<file path="src/rtl/vip_pkg.sv">
// Shared types for the video edge-processing stages: coordinate width,
// default frame geometry, control state and the bounding-box record.
package vip_pkg;
  localparam int COORD_W   = 11;
  localparam int DEF_IMG_W = 640;
  localparam int DEF_IMG_H = 480;

  typedef logic [COORD_W-1:0] coord_t;

  typedef enum logic [1:0] {IDLE, ACTIVE, LATCH} state_e;

  typedef struct packed {
    coord_t x_min;
    coord_t x_max;
    coord_t y_min;
    coord_t y_max;
  } bbox_t;
endpackage

</file>
<file path="src/rtl/vip_pixel_coord_counter.sv">
// Turns vsync/href/clken into pixel coordinates, a pixel-accept strobe and
// frame-boundary events; reusable by any stage that needs (x, y).
module vip_pixel_coord_counter
  import vip_pkg::*;
(
  input  logic   clk,
  input  logic   rst_n,
  input  logic   en_i,
  input  logic   vsync_i,
  input  logic   href_i,
  input  logic   clken_i,
  output coord_t x_o,
  output coord_t y_o,
  output logic   acc_o,
  output logic   vsync_rise_o,
  output logic   vsync_fall_o
);
  logic   vsync_q, href_q, href_fall;
  coord_t x_q, x_d, y_q, y_d;

  assign vsync_rise_o = vsync_i & ~vsync_q;
  assign vsync_fall_o = ~vsync_i & vsync_q;
  assign href_fall    = ~href_i & href_q;
  assign acc_o        = en_i & vsync_i & href_i & clken_i;
  assign x_o          = x_q;
  assign y_o          = y_q;

  always_comb begin
    x_d = x_q;
    if (href_fall || vsync_rise_o)  x_d = '0;
    else if (acc_o && x_q != '1)    x_d = x_q + 1'b1;
    y_d = y_q;
    if (vsync_rise_o)                          y_d = '0;
    else if (en_i && href_fall && y_q != '1)   y_d = y_q + 1'b1;
  end

  // vsync history resets high so a frame already in progress at reset
  // release never looks like a rising edge.
  always_ff @(posedge clk or negedge rst_n) begin
    if (!rst_n) begin
      vsync_q <= 1'b1;
      href_q  <= 1'b0;
      x_q     <= '0;
      y_q     <= '0;
    end else begin
      vsync_q <= vsync_i;
      href_q  <= href_i;
      x_q     <= x_d;
      y_q     <= y_d;
    end
  end
endmodule

</file>
<file path="src/rtl/vip_edge_bbox_detector.sv">
// Per-frame bounding box and count of edge pixels, latched at frame end
// with a one-cycle frame_done strobe.
module vip_edge_bbox_detector
  import vip_pkg::*;
#(
  parameter int IMG_W      = DEF_IMG_W,
  parameter int IMG_H      = DEF_IMG_H,
  parameter int MIN_PIXELS = 64,
  parameter int CNT_W      = 20
) (
  input  logic               clk,
  input  logic               rst_n,
  input  logic               per_frame_vsync,
  input  logic               per_frame_href,
  input  logic               per_frame_clken,
  input  logic               per_img_bit,
  output logic [COORD_W-1:0] box_x_min,
  output logic [COORD_W-1:0] box_x_max,
  output logic [COORD_W-1:0] box_y_min,
  output logic [COORD_W-1:0] box_y_max,
  output logic [CNT_W-1:0]   edge_cnt,
  output logic               box_valid,
  output logic               frame_done
);
  localparam coord_t           W_LIM = COORD_W'(IMG_W);
  localparam coord_t           H_LIM = COORD_W'(IMG_H);
  localparam logic [CNT_W-1:0] MIN_C = CNT_W'(MIN_PIXELS);
  localparam bbox_t BOX_INIT = '{x_min: COORD_W'(IMG_W-1), x_max: '0,
                                 y_min: COORD_W'(IMG_H-1), y_max: '0};

  state_e           state_q;
  bbox_t            acc_q, box_q;
  logic [CNT_W-1:0] cnt_q, edge_cnt_q;
  logic             valid_q, done_q;
  coord_t           x, y;
  logic             acc, vs_rise, vs_fall, edge_px;

  vip_pixel_coord_counter u_coord (
    .clk          (clk),
    .rst_n        (rst_n),
    .en_i         (state_q == ACTIVE),
    .vsync_i      (per_frame_vsync),
    .href_i       (per_frame_href),
    .clken_i      (per_frame_clken),
    .x_o          (x),
    .y_o          (y),
    .acc_o        (acc),
    .vsync_rise_o (vs_rise),
    .vsync_fall_o (vs_fall)
  );

  assign edge_px = acc & per_img_bit & (x < W_LIM) & (y < H_LIM);

  always_ff @(posedge clk or negedge rst_n) begin
    if (!rst_n) begin
      state_q    <= IDLE;
      acc_q      <= BOX_INIT;
      cnt_q      <= '0;
      box_q      <= '0;
      edge_cnt_q <= '0;
      valid_q    <= 1'b0;
      done_q     <= 1'b0;
    end else begin
      done_q <= 1'b0;
      case (state_q)
        IDLE: if (vs_rise) begin
          state_q <= ACTIVE;
          acc_q   <= BOX_INIT;
          cnt_q   <= '0;
        end
        ACTIVE: begin
          if (edge_px) begin
            if (x < acc_q.x_min) acc_q.x_min <= x;
            if (x > acc_q.x_max) acc_q.x_max <= x;
            if (y < acc_q.y_min) acc_q.y_min <= y;
            if (y > acc_q.y_max) acc_q.y_max <= y;
            if (cnt_q != '1)     cnt_q       <= cnt_q + 1'b1;
          end
          if (vs_fall) state_q <= LATCH;
        end
        LATCH: begin
          // Too few pixels: report the count but suppress the box.
          box_q      <= (cnt_q >= MIN_C) ? acc_q : '0;
          valid_q    <= (cnt_q >= MIN_C);
          edge_cnt_q <= cnt_q;
          done_q     <= 1'b1;
          state_q    <= IDLE;
        end
        default: state_q <= IDLE;
      endcase
    end
  end

  assign box_x_min  = box_q.x_min;
  assign box_x_max  = box_q.x_max;
  assign box_y_min  = box_q.y_min;
  assign box_y_max  = box_q.y_max;
  assign edge_cnt   = edge_cnt_q;
  assign box_valid  = valid_q;
  assign frame_done = done_q;
endmodule
</file>
<file path="config.mk">
export PLATFORM = sky130hd
export DESIGN_NAME = vip_edge_bbox_detector
export DESIGN_NICKNAME = d
export VERILOG_FILES = /design/src/rtl/vip_pkg.sv /design/src/rtl/vip_pixel_coord_counter.sv /design/src/rtl/vip_edge_bbox_detector.sv
export SDC_FILE = /design/constraint.sdc
export NUM_CORES = 1
export LEC_CHECK = 0
export ABC_AREA = 1
export BUFFER_PORTS_ARGS = -buffer_cell sky130_fd_sc_hd__clkbuf_2
export CAP_MARGIN = 30
export CORE_MARGIN = 3
export CORE_UTILIZATION = 47
export DETAILED_ROUTE_END_ITERATION = 6
export MAX_ROUTING_LAYER = met4
export PLACE_DENSITY = 0.65
export SLEW_MARGIN = 20
export SYNTH_ARGS = -nofsm -noshare
export SYNTH_HDL_FRONTEND = slang
export SYNTH_HIERARCHICAL = 1
export SYNTH_SLANG_ARGS = --single-unit
export TNS_END_PERCENT = 5
</file>
<file path="constraint.sdc">
create_clock -name clk -period 3 [get_ports clk]
set_input_delay 0.6 -clock clk [delete_from_list [all_inputs] [get_ports clk]]
set_output_delay 0.6 -clock clk [all_outputs]
set_load 0.03 [all_outputs]
</file>
After elaboration in Yosys (flattened, before gate mapping)
Index checks and enable logic that the tools add are counted.
{ "word_totals": {"mem_bits_rw": 0, "regBits": 156, "wordCells": 86, "input_bits": 6, "memories": 0, "output_inout_bits": 66, "latchBits": 0, "mem_bits_ro": 0} }
{ "classes": {"shifts": 0, "bitwise_logic": 12, "mul": 0, "n_reduce_logical": 14, "magnitude_cmp": 7, "n_eq_ne": 13, "n_mux": 20, "n_addsub": 3, "div_mod_pow": 0} }
{ "ops": {"columns": ["operator", "n"], "rows": [
  ["$mux 44", 3],
  ["$mux 11", 8],
  ["$pmux 44 s2", 1],
  ["$mux 20", 3],
  ["$pmux 20 s2", 1],
  ["$add 11x1->11 const B", 2],
  ["$gt 11x11->1", 2],
  ["$lt 11x11->1", 2],
  ["$ne 11x11->1 const B", 2],
  ["$add 20x1->20 const B", 1],
  ["$ge 20x7->1 const B", 1],
  ["$ne 20x20->1 const B", 1],
  ["$reduce_and 4->1", 5],
  ["$ne 2x2->1 const B", 7],
  ["$lt 11x10->1 const B", 1],
  ["$lt 11x9->1 const B", 1],
  ["$and 1x1->1", 9],
  ["$reduce_bool 2->1", 3],
  ["$mux 2", 2],
  ["$pmux 2 s2", 1],
  ["$logic_and 1x1->1", 3],
  ["$not 1->1", 3],
  ["$eq 2x1->1 const B", 1],
  ["$eq 2x2->1 const B", 1],
  ["5 further kinds", 5]
]} }

Logic depth before layout (Yosys ltp)
Gate-level depths: netlist of run 1.
{ "logic_depth": {"word_depth": 9, "ltp_mapped": 15, "depth_no_buf": 13} }

By module
The synthesis of run 1 kept the hierarchy.
{ "by_module_without_submodules": {"columns": ["module", "n_inst", "area_each_um2", "seq_area_each_um2", "cells_each"], "rows": [
  ["vip_edge_bbox_detector", 1, 6981.7, 3323.2, 894],
  ["vip_pixel_coord_counter", 1, 1505.2, 601.8, 189]
]} }

Worst setup path before layout of run 1
OpenSTA, ideal clock, no wires.
{ "synth_path": {"path_type": "flip-flop to flip-flop", "start": "reg state_q[0]", "end": "reg acc_q[20] in the netlist's numbering", "slack_ns": 1.052, "required_ns": 2.884, "path_stages_with_launch": 15, "arrival_ns": 1.832, "path_buffers": 1, "setup_time_ns": 0.116, "period_less_slack_ns": 1.948, "cell_sequence": "dfrtp_1 inv_2 nor2_4 buf_2 nand2_1 nor2_4 nand2_1 nor2_1 nand3_1 nand2_1 nand3_2 inv_2 nand2_2 inv_1 nor2_1"} }
{ "synth_via": {"elab_chain_cells": 9, "elab_cells_between_ends": 14, "classes_between": "4 x eq/ne; 1 x mux; 6 x bitwise; 3 x reduce/logical"} }
{ "synth_rtl": {"columns": ["element", "line_no", "text"], "rows": [
  ["from (decl)", "vip_edge_bbox_detector.sv:31", "state_e state_q;"],
  ["from (signal assigned)", "vip_edge_bbox_detector.sv:56", "state_q <= IDLE;"],
  ["from (signal assigned)", "vip_edge_bbox_detector.sv:67", "state_q <= ACTIVE;"],
  ["from (signal assigned)", "vip_edge_bbox_detector.sv:79", "if (vs_fall) state_q <= LATCH;"],
  ["$eq 2x1->1", "vip_edge_bbox_detector.sv:41", ".en_i (state_q == ACTIVE),"],
  ["$and 1x1->1 (3 in a row)", "vip_pixel_coord_counter.sv:24", "assign acc_o = en_i & vsync_i & href_i & clken_i;"],
  ["net acc", "vip_edge_bbox_detector.sv:36", "logic acc, vs_rise, vs_fall, edge_px;"],
  ["$and 1x1->1 (3 in a row)", "vip_edge_bbox_detector.sv:52", "assign edge_px = acc & per_img_bit & (x < W_LIM) & (y < H_LIM);"],
  ["$ne 2x2->1 (no source line)", null, null],
  ["$reduce_and 4->1 (no source line)", null, null],
  ["to (decl)", "vip_edge_bbox_detector.sv:32", "bbox_t acc_q, box_q;"]
]} }
The timed path passes the listed nets, and every way through them passes these cells.
A chain may end at the register's enable or synchronous reset.

Worst setup path in the final report of run 1
{ "layout_path": {"start": "reg u_coord.y_q[6], in the netlist u_coord/y_o[6]", "end": "reg acc_q[5] in the netlist's numbering"} }
{ "layout_via": {"elab_chain_cells": 4, "elab_cells_between_ends": 6, "classes_between": "2 x order compare; 2 x eq/ne; 1 x bitwise; 1 x reduce/logical"} }
{ "layout_rtl": {"columns": ["element", "line_no", "text"], "rows": [
  ["from (decl)", "vip_pixel_coord_counter.sv:19", "coord_t x_q, x_d, y_q, y_d;"],
  ["from (signal assigned)", "vip_pixel_coord_counter.sv:49", "y_q <= y_d;"],
  ["$lt 11x9->1", "vip_edge_bbox_detector.sv:52", null],
  ["$and 1x1->1", "vip_edge_bbox_detector.sv:52", null],
  ["$ne 2x2->1 (no source line)", null, null],
  ["$reduce_and 4->1 (no source line) *", null, null]
]} }
Every way passes the cells marked *; elsewhere a longest branch is shown, timed or not.

==> results of run 1 <==
## cell type report
class	count	area, um^2	area share
Clock inverter	10	80.1	0.00831
Sequential cell	156	3930	0.407
Inverter	122	458	0.0475
Clock buffer	22	494	0.0513
Tap cell	225	282	0.0292
Multi-Input combinational cell	768	3890	0.404
Timing Repair Buffer	85	504	0.0523
## state kept, by name, summed over array words and instances (netlist names)
| register | cells |
|---|---|
| cnt_q | 20 |
| box_x_max | 11 |
| box_y_max | 11 |
| acc_q | 44 |
| u_coord/x_o | 11 |
| state_q | 2 |
| box_x_min | 11 |
| edge_cnt | 20 |
| u_coord/y_o | 11 |
| box_valid | 1 |
| box_y_min | 11 |
| frame_done | 1 |
| u_coord/vsync_q | 1 |
| u_coord/href_q | 1 |
## synth_stat cells (4+ instances only)
cell	count
nand4_1	6
nor2_4	6
dfstp_2	17
o21ai_2	7
o21ai_1	9
nor3_1	4
xnor2_1	5
xor2_1	15
inv_1	119
o21ai_0	83
nand3_2	7
nand2_2	6
a21oi_1	22
buf_2	8
nor2_1	98
nand3_1	76
nand2_1	357
clkbuf_1	17
ha_1	46
dfrtp_1	139
buf_6	5
## logic make-up after synthesis
logic type / after synthesis
XOR/XNOR: 20
flip-flops: 156
AO/OA/AOI/OAI: 127
adder cells (fa/ha/maj): 46
buffers and inverters: 159
AND/OR/NAND/NOR: 575
## worst min path at each step
stage | endpoint | cells after the start | start | slack (ns)
5_1_grt | box_y_min[2] | 1 | rst_n | 0.17
3_3_place_gp | acc_q[13] | 2 | acc_q[13] | 0.45
6_report | box_y_min[2] | 1 | rst_n | 0.13
2_1_floorplan | acc_q[0] | 0 | rst_n | 0.30
3_5_place_dp | acc_q[19] | 2 | acc_q[19] | 0.46
4_1_cts | box_y_max[7] | 1 | rst_n | 0.15
## worst max-delay path, cell delays in order (launching register included)
cell	delay [ns]
dfrtp_1	0.54
ha_1	0.38
nand2_1	0.05
inv_1	0.06
nand2_1	0.07
nor2_1	0.13
nand2_1	0.06
nand3_1	0.06
nand2_1	0.08
nand2_1	0.33
nand2_2	0.23
nand2_1	0.13
nand2_1	0.06
## stage by stage
| stage | instance area [um^2] | setup slack, ns |
|---|---|---|
| floorplan | 8490 | 1.05 |
| global placement | 9040 | 0.733 |
| detailed placement | 9060 | 0.672 |
| CTS | 9630 | 0.720 |
| global route | 9630 | 0.492 |
| finish | 9630 | 0.716 |
## where the power goes
part / internal, uW / total [uW] / switching (uW) / leakage (uW)
clock: 1180 / 2090 / 909 / 0.000276
combinational: 435 / 1610 / 1170 / 0.00249
sequential: 2370 / 2520 / 155 / 0.00211
total: 3980 / 6220 / 2240 / 0.00488
## layer usage
metal | track usage | wire, um
met1 | 0.305 | 9940
met2 | 0.336 | 9250
met5 | - | 0
met4 | 0.0597 | 237
met3 | 0.0348 | 678
==> flow_metrics.tcl, run 1 <==
set metrics [dict create \
    status "complete, no violations" \
    async_flop_share 1.00 \
    rr_endpoint "acc_q[5]" \
    fillers 1668 \
    finalWeightedCongestion 0.876 \
    worstPathMaxFanout 12 \
    synth_area_leader_cell "dfrtp_1" \
    drive_gt1_frac 0.148 \
    power_per_cell_area_nw_per_um2 645 \
    crit_end "acc_q[5]" \
    ys_warn_count 6 \
    grt_max_degree 68 \
    cts_tree "yes" \
    ant_nets 0 \
    ir_drop_v 0.000421 \
    r2r_start "u_coord/y_o[6]" \
    placedCellCount 1356 \
    total_power_uw 6220 \
    synth_adder_area_share 0.0678 \
    antenna_found_initial 0 \
    die_area_um2 19700 \
    clk-insertion-delay-late_ns 0.43 \
    maxSlewHeadroom 0.600 \
    cp.required_ns 3.32 \
    synth_top_family_by_area "simple AND/OR/NAND/NOR gates" \
    netlist.area_leader.share 0.410 \
    synth_xor_area_frac 0.0206 \
    grt_pass1_vias 6783 \
    finalMaxSlewViolations 0 \
    synth-edff-count 0 \
    core_area_um2 17500 \
    drt-initial-drc-count 435 \
    gr-total-overflow 0 \
    startpoint_type "flop" \
    cts_setup_buffers 0 \
    grt_pass1_wl_um 34100 \
    syn_area_um2 8490 \
    crit_path_end_kind "flop" \
    finalSetupTns_ns 0 \
    initial_core_util 0.486 \
    finClkSkew_ns 0.0105 \
    cts_buffers 17 \
    yosys.area_share.simple 0.290 \
    hold_slack_ns 0.130 \
    clock-root-buffer "clkbuf_16" \
    layout_min_cycle_time_ns 2.28 \
    n_antenna_cell 0 \
    drc 0 \
    synth_cells 1083 \
    criticalPathCategory "reg2reg" \
    rsz0062_at_grt "false" \
    cts.clk_slew.worst_paths_ns 0.07 \
    fin_nets 1202 \
    fin_cells 1388 \
    die_width_um 140 \
    syn2layout_area_growth_pct 13.5 \
    synth_top_flop_cell "dfrtp_1" \
    yosysSeqAreaShare 0.462 \
    ys_seq_elements 156 \
    vias 7012 \
    io_buffers 71 \
    finalWirelength_um 20100 \
    ys_types 38 \
    num_io_pins 72 \
    max_slew.worst_pin.slew_ns 0.599 \
    hold_class "in2async" \
    synth_mux_area_frac 0 \
    avgViaCountPerCell 5.05 \
    finalCritPeriodShare 0.761 \
    cts_sinks 156 \
    setup_violations 0 \
    dr.pass1.iters 5 \
    rrSetupSlack_ns 0.72 \
    syn-num-nets 1135 \
    crit_start "u_coord/y_o[6]" \
    final_util 0.551 \
    cts.hold.buffers_added 0 \
    h-tree-depth 4 \
    max_freq_mhz 438 \
    clockBufferDepth 2 \
    hold_viol 0 \
    syn_area_per_cell_um2 7.84 \
    track_usage 0.219 \
    synth.area.top_cells "dfrtp_1 (41%), nand2_1 (16%), ha_1 (6.8%)" \
    rr_worst_depth 12 \
    dieHeight_um 140 \
    synth_compound_area_frac 0.0796 \
    drv_cap 0 \
    wl_per_cell_um 14.5 \
    ctsResizeCount 0 \
    num_rows 48 \
    leakagePower_uw 0.00488 \
    layout_commonest_cell "nand2_1" \
    place.detailed.hpwl_um 14000 \
    final_cell_mix "nand2_1 (357), dfrtp_1 (139), inv_1 (118)" \
    worstPathArrival_ns 2.60 \
]
Note: power is estimated with default switching activity, not from simulation.
==> inputs of run 2 (changes only) <==
==> constraint.sdc (replaced) <==
create_clock -name clk -period 2.15 [get_ports clk]
set_input_delay 0.43 -clock clk [delete_from_list [all_inputs] [get_ports clk]]
set_output_delay 0.43 -clock clk [all_outputs]
set_load 0.03 [all_outputs]
==> flow_metrics.tcl, run 2 (synthesized netlist as in run 1, its figures left out) <==
set metrics [dict create \
    fin_nets 1224 \
    finalWeightedCongestion 0.879 \
    io_buffers 71 \
    finClkSkew_ns 0.00813 \
    clockBufferDepth 2 \
    switching_share 0.346 \
    grt_max_degree 55 \
    track_usage 0.216 \
    h-tree-depth 4 \
    dr.pass1.iters 6 \
    status "complete, no violations" \
    grt_pass1_wl_um 33600 \
    cp_cell_sequence "nor2_4 -> nand2_1 -> nor2_4 -> nand2_1 -> nor2_1 -> nand3_1 -> nand2_1 -> nand3_2 -> inv_2 -> buf_4 -> nand3_1 -> nand2_1" \
    startpoint_type "flop" \
    drc 0 \
    dieHeight_um 140 \
    final_util 0.560 \
    setup_violations 0 \
    r2r_start "state_q[1]" \
    grt_pass1_vias 6749 \
    avgViaCountPerCell 5.03 \
    finalMaxSlewViolations 0 \
    clk-insertion-delay-late_ns 0.43 \
    worstPathArrival_ns 2.33 \
    leakagePower_uw 0.00497 \
    max_slew.worst_pin.slew_ns 0.562 \
    criticalPathCategory "reg2reg" \
    hold_viol 0 \
    slowest_delay_ns 0.43 \
    layout_commonest_cell "nand2_1" \
    fillers 1626 \
    crit_path_frequent_cell "nand2_1" \
    drt-initial-drc-count 395 \
    num_io_pins 72 \
    layout_min_cycle_time_ns 1.96 \
    ant_nets 0 \
    drv_cap 0 \
    p_clk_frac 0.335 \
    fin_cells 1410 \
    rsz0062_at_grt "false" \
    cp_slowest_cell "dfrtp_1" \
    syn2layout_area_growth_pct 15.3 \
    cp.required_ns 2.51 \
    drive_gt1_frac 0.160 \
    placedCellCount 1377 \
    die_area_um2 19700 \
    maxSlewHeadroom 0.625 \
    crit_path_end_kind "flop" \
    cts.clk_slew.worst_paths_ns 0.06 \
    finalCritPeriodShare 0.912 \
    num_rows 48 \
    largest_register_ffs 44 \
    final_cell_mix "nand2_1 (357), dfrtp_1 (138), inv_1 (118)" \
    power_per_cell_area_nw_per_um2 899 \
    critical-path-top-delay-family "simple AND/OR/NAND/NOR gates" \
    hold_class "in2reg" \
    clock-root-buffer "clkbuf_16" \
    crit_start "state_q[1]" \
    cts_tree "yes" \
    crit_buf_inv 2 \
    wl_per_cell_um 14.2 \
    vias 7098 \
    total_power_uw 8800 \
    cts_buffers 17 \
    core_area_um2 17500 \
    antenna_found_initial 0 \
    worstPathMaxFanout 16 \
    combPwrFrac 0.267 \
    ir_drop_v 0.000568 \
    n_antenna_cell 0 \
    regMostFlops "acc_q" \
    p_seq_frac 0.398 \
    die_width_um 140 \
    finalWirelength_um 20100 \
    initial_core_util 0.486 \
    cts_sinks 156 \
    finalSetupTns_ns 0 \
    p_int_uw 5760 \
    place.detailed.hpwl_um 14500 \
    max_freq_mhz 510 \
    min-delay-start "per_frame_vsync" \
    switching_power_uw 3040 \
    gr-total-overflow 0 \
]
-- run 2: metal layers --
layer	vias up	GRT usage	wire, um
li1	3594	-	-
met1	3340	0.297	9780
met2	147	0.332	9240
met3	17	0.0427	857
met4	0	0.0490	174
met5	-	-	0
-- run 2: worst reg2reg max path, stage by stage, from the launching register on --
cell and delay [ns]:
dfrtp_1 0.43, nor2_4 0.14, nand2_1 0.10, nor2_4 0.15, nand2_1 0.07, nor2_1 0.10, nand3_1 0.08, nand2_1 0.12
nand3_2 0.11, inv_2 0.17, buf_4 0.24, nand3_1 0.10, nand2_1 0.09
-- run 2: repair_timing --
action                                  CTS  global route
buffers inserted                          0             0
endpoints found under the setup margin    0             2
gates resized for setup                   0             1
hold endpoints to repair                 32             0
hold buffers                              1             0
-- run 2: final cells by class --
class / instances / area (um^2) / share of cell area
tap: 225 / 282 / 0.0288
timing repair buffer: 107 / 659 / 0.0674
clock buffer: 22 / 454 / 0.0464
sequential: 156 / 3930 / 0.401
clock inverter: 10 / 118 / 0.0120
inverter: 122 / 458 / 0.0468
multi-input combinational: 768 / 3890 / 0.398
-- run 2: path summary, 6_finish.rpt --
kind                                   endpoint  slack [ns]  depth (start not counted)
min in group asynchronous             acc_q[21]        0.56                          2
worst min register to register        acc_q[13]        0.46                          2
worst max register to register        acc_q[15]        0.19                         12
worst max-delay path                  acc_q[15]        0.19                         12
worst min-delay path            u_coord/vsync_q        0.13                          1
max in group asynchronous             acc_q[42]        0.88                          3
-- run 2: power groups by stage --
stage | Sequential, uW | Combinational (uW) | Clock, uW
floorplan | 3550 | 1660 | 0
global placement | 3550 | 2310 | 0
detailed placement | 3550 | 2340 | 0
CTS | 3500 | 2350 | 3020
global route | 3540 | 2630 | 3140
finish | 3500 | 2350 | 2950
-- run 2: through the flow --
stage	area [um^2]	hold WS [ns]	setup WS, ns
global route	9790	0.136	0.0305
floorplan	8490	0.134	0.202
CTS	9790	0.117	0.202
global placement	9210	0.445	0.245
detailed placement	9210	0.450	0.187
finish	9790	0.132	0.189
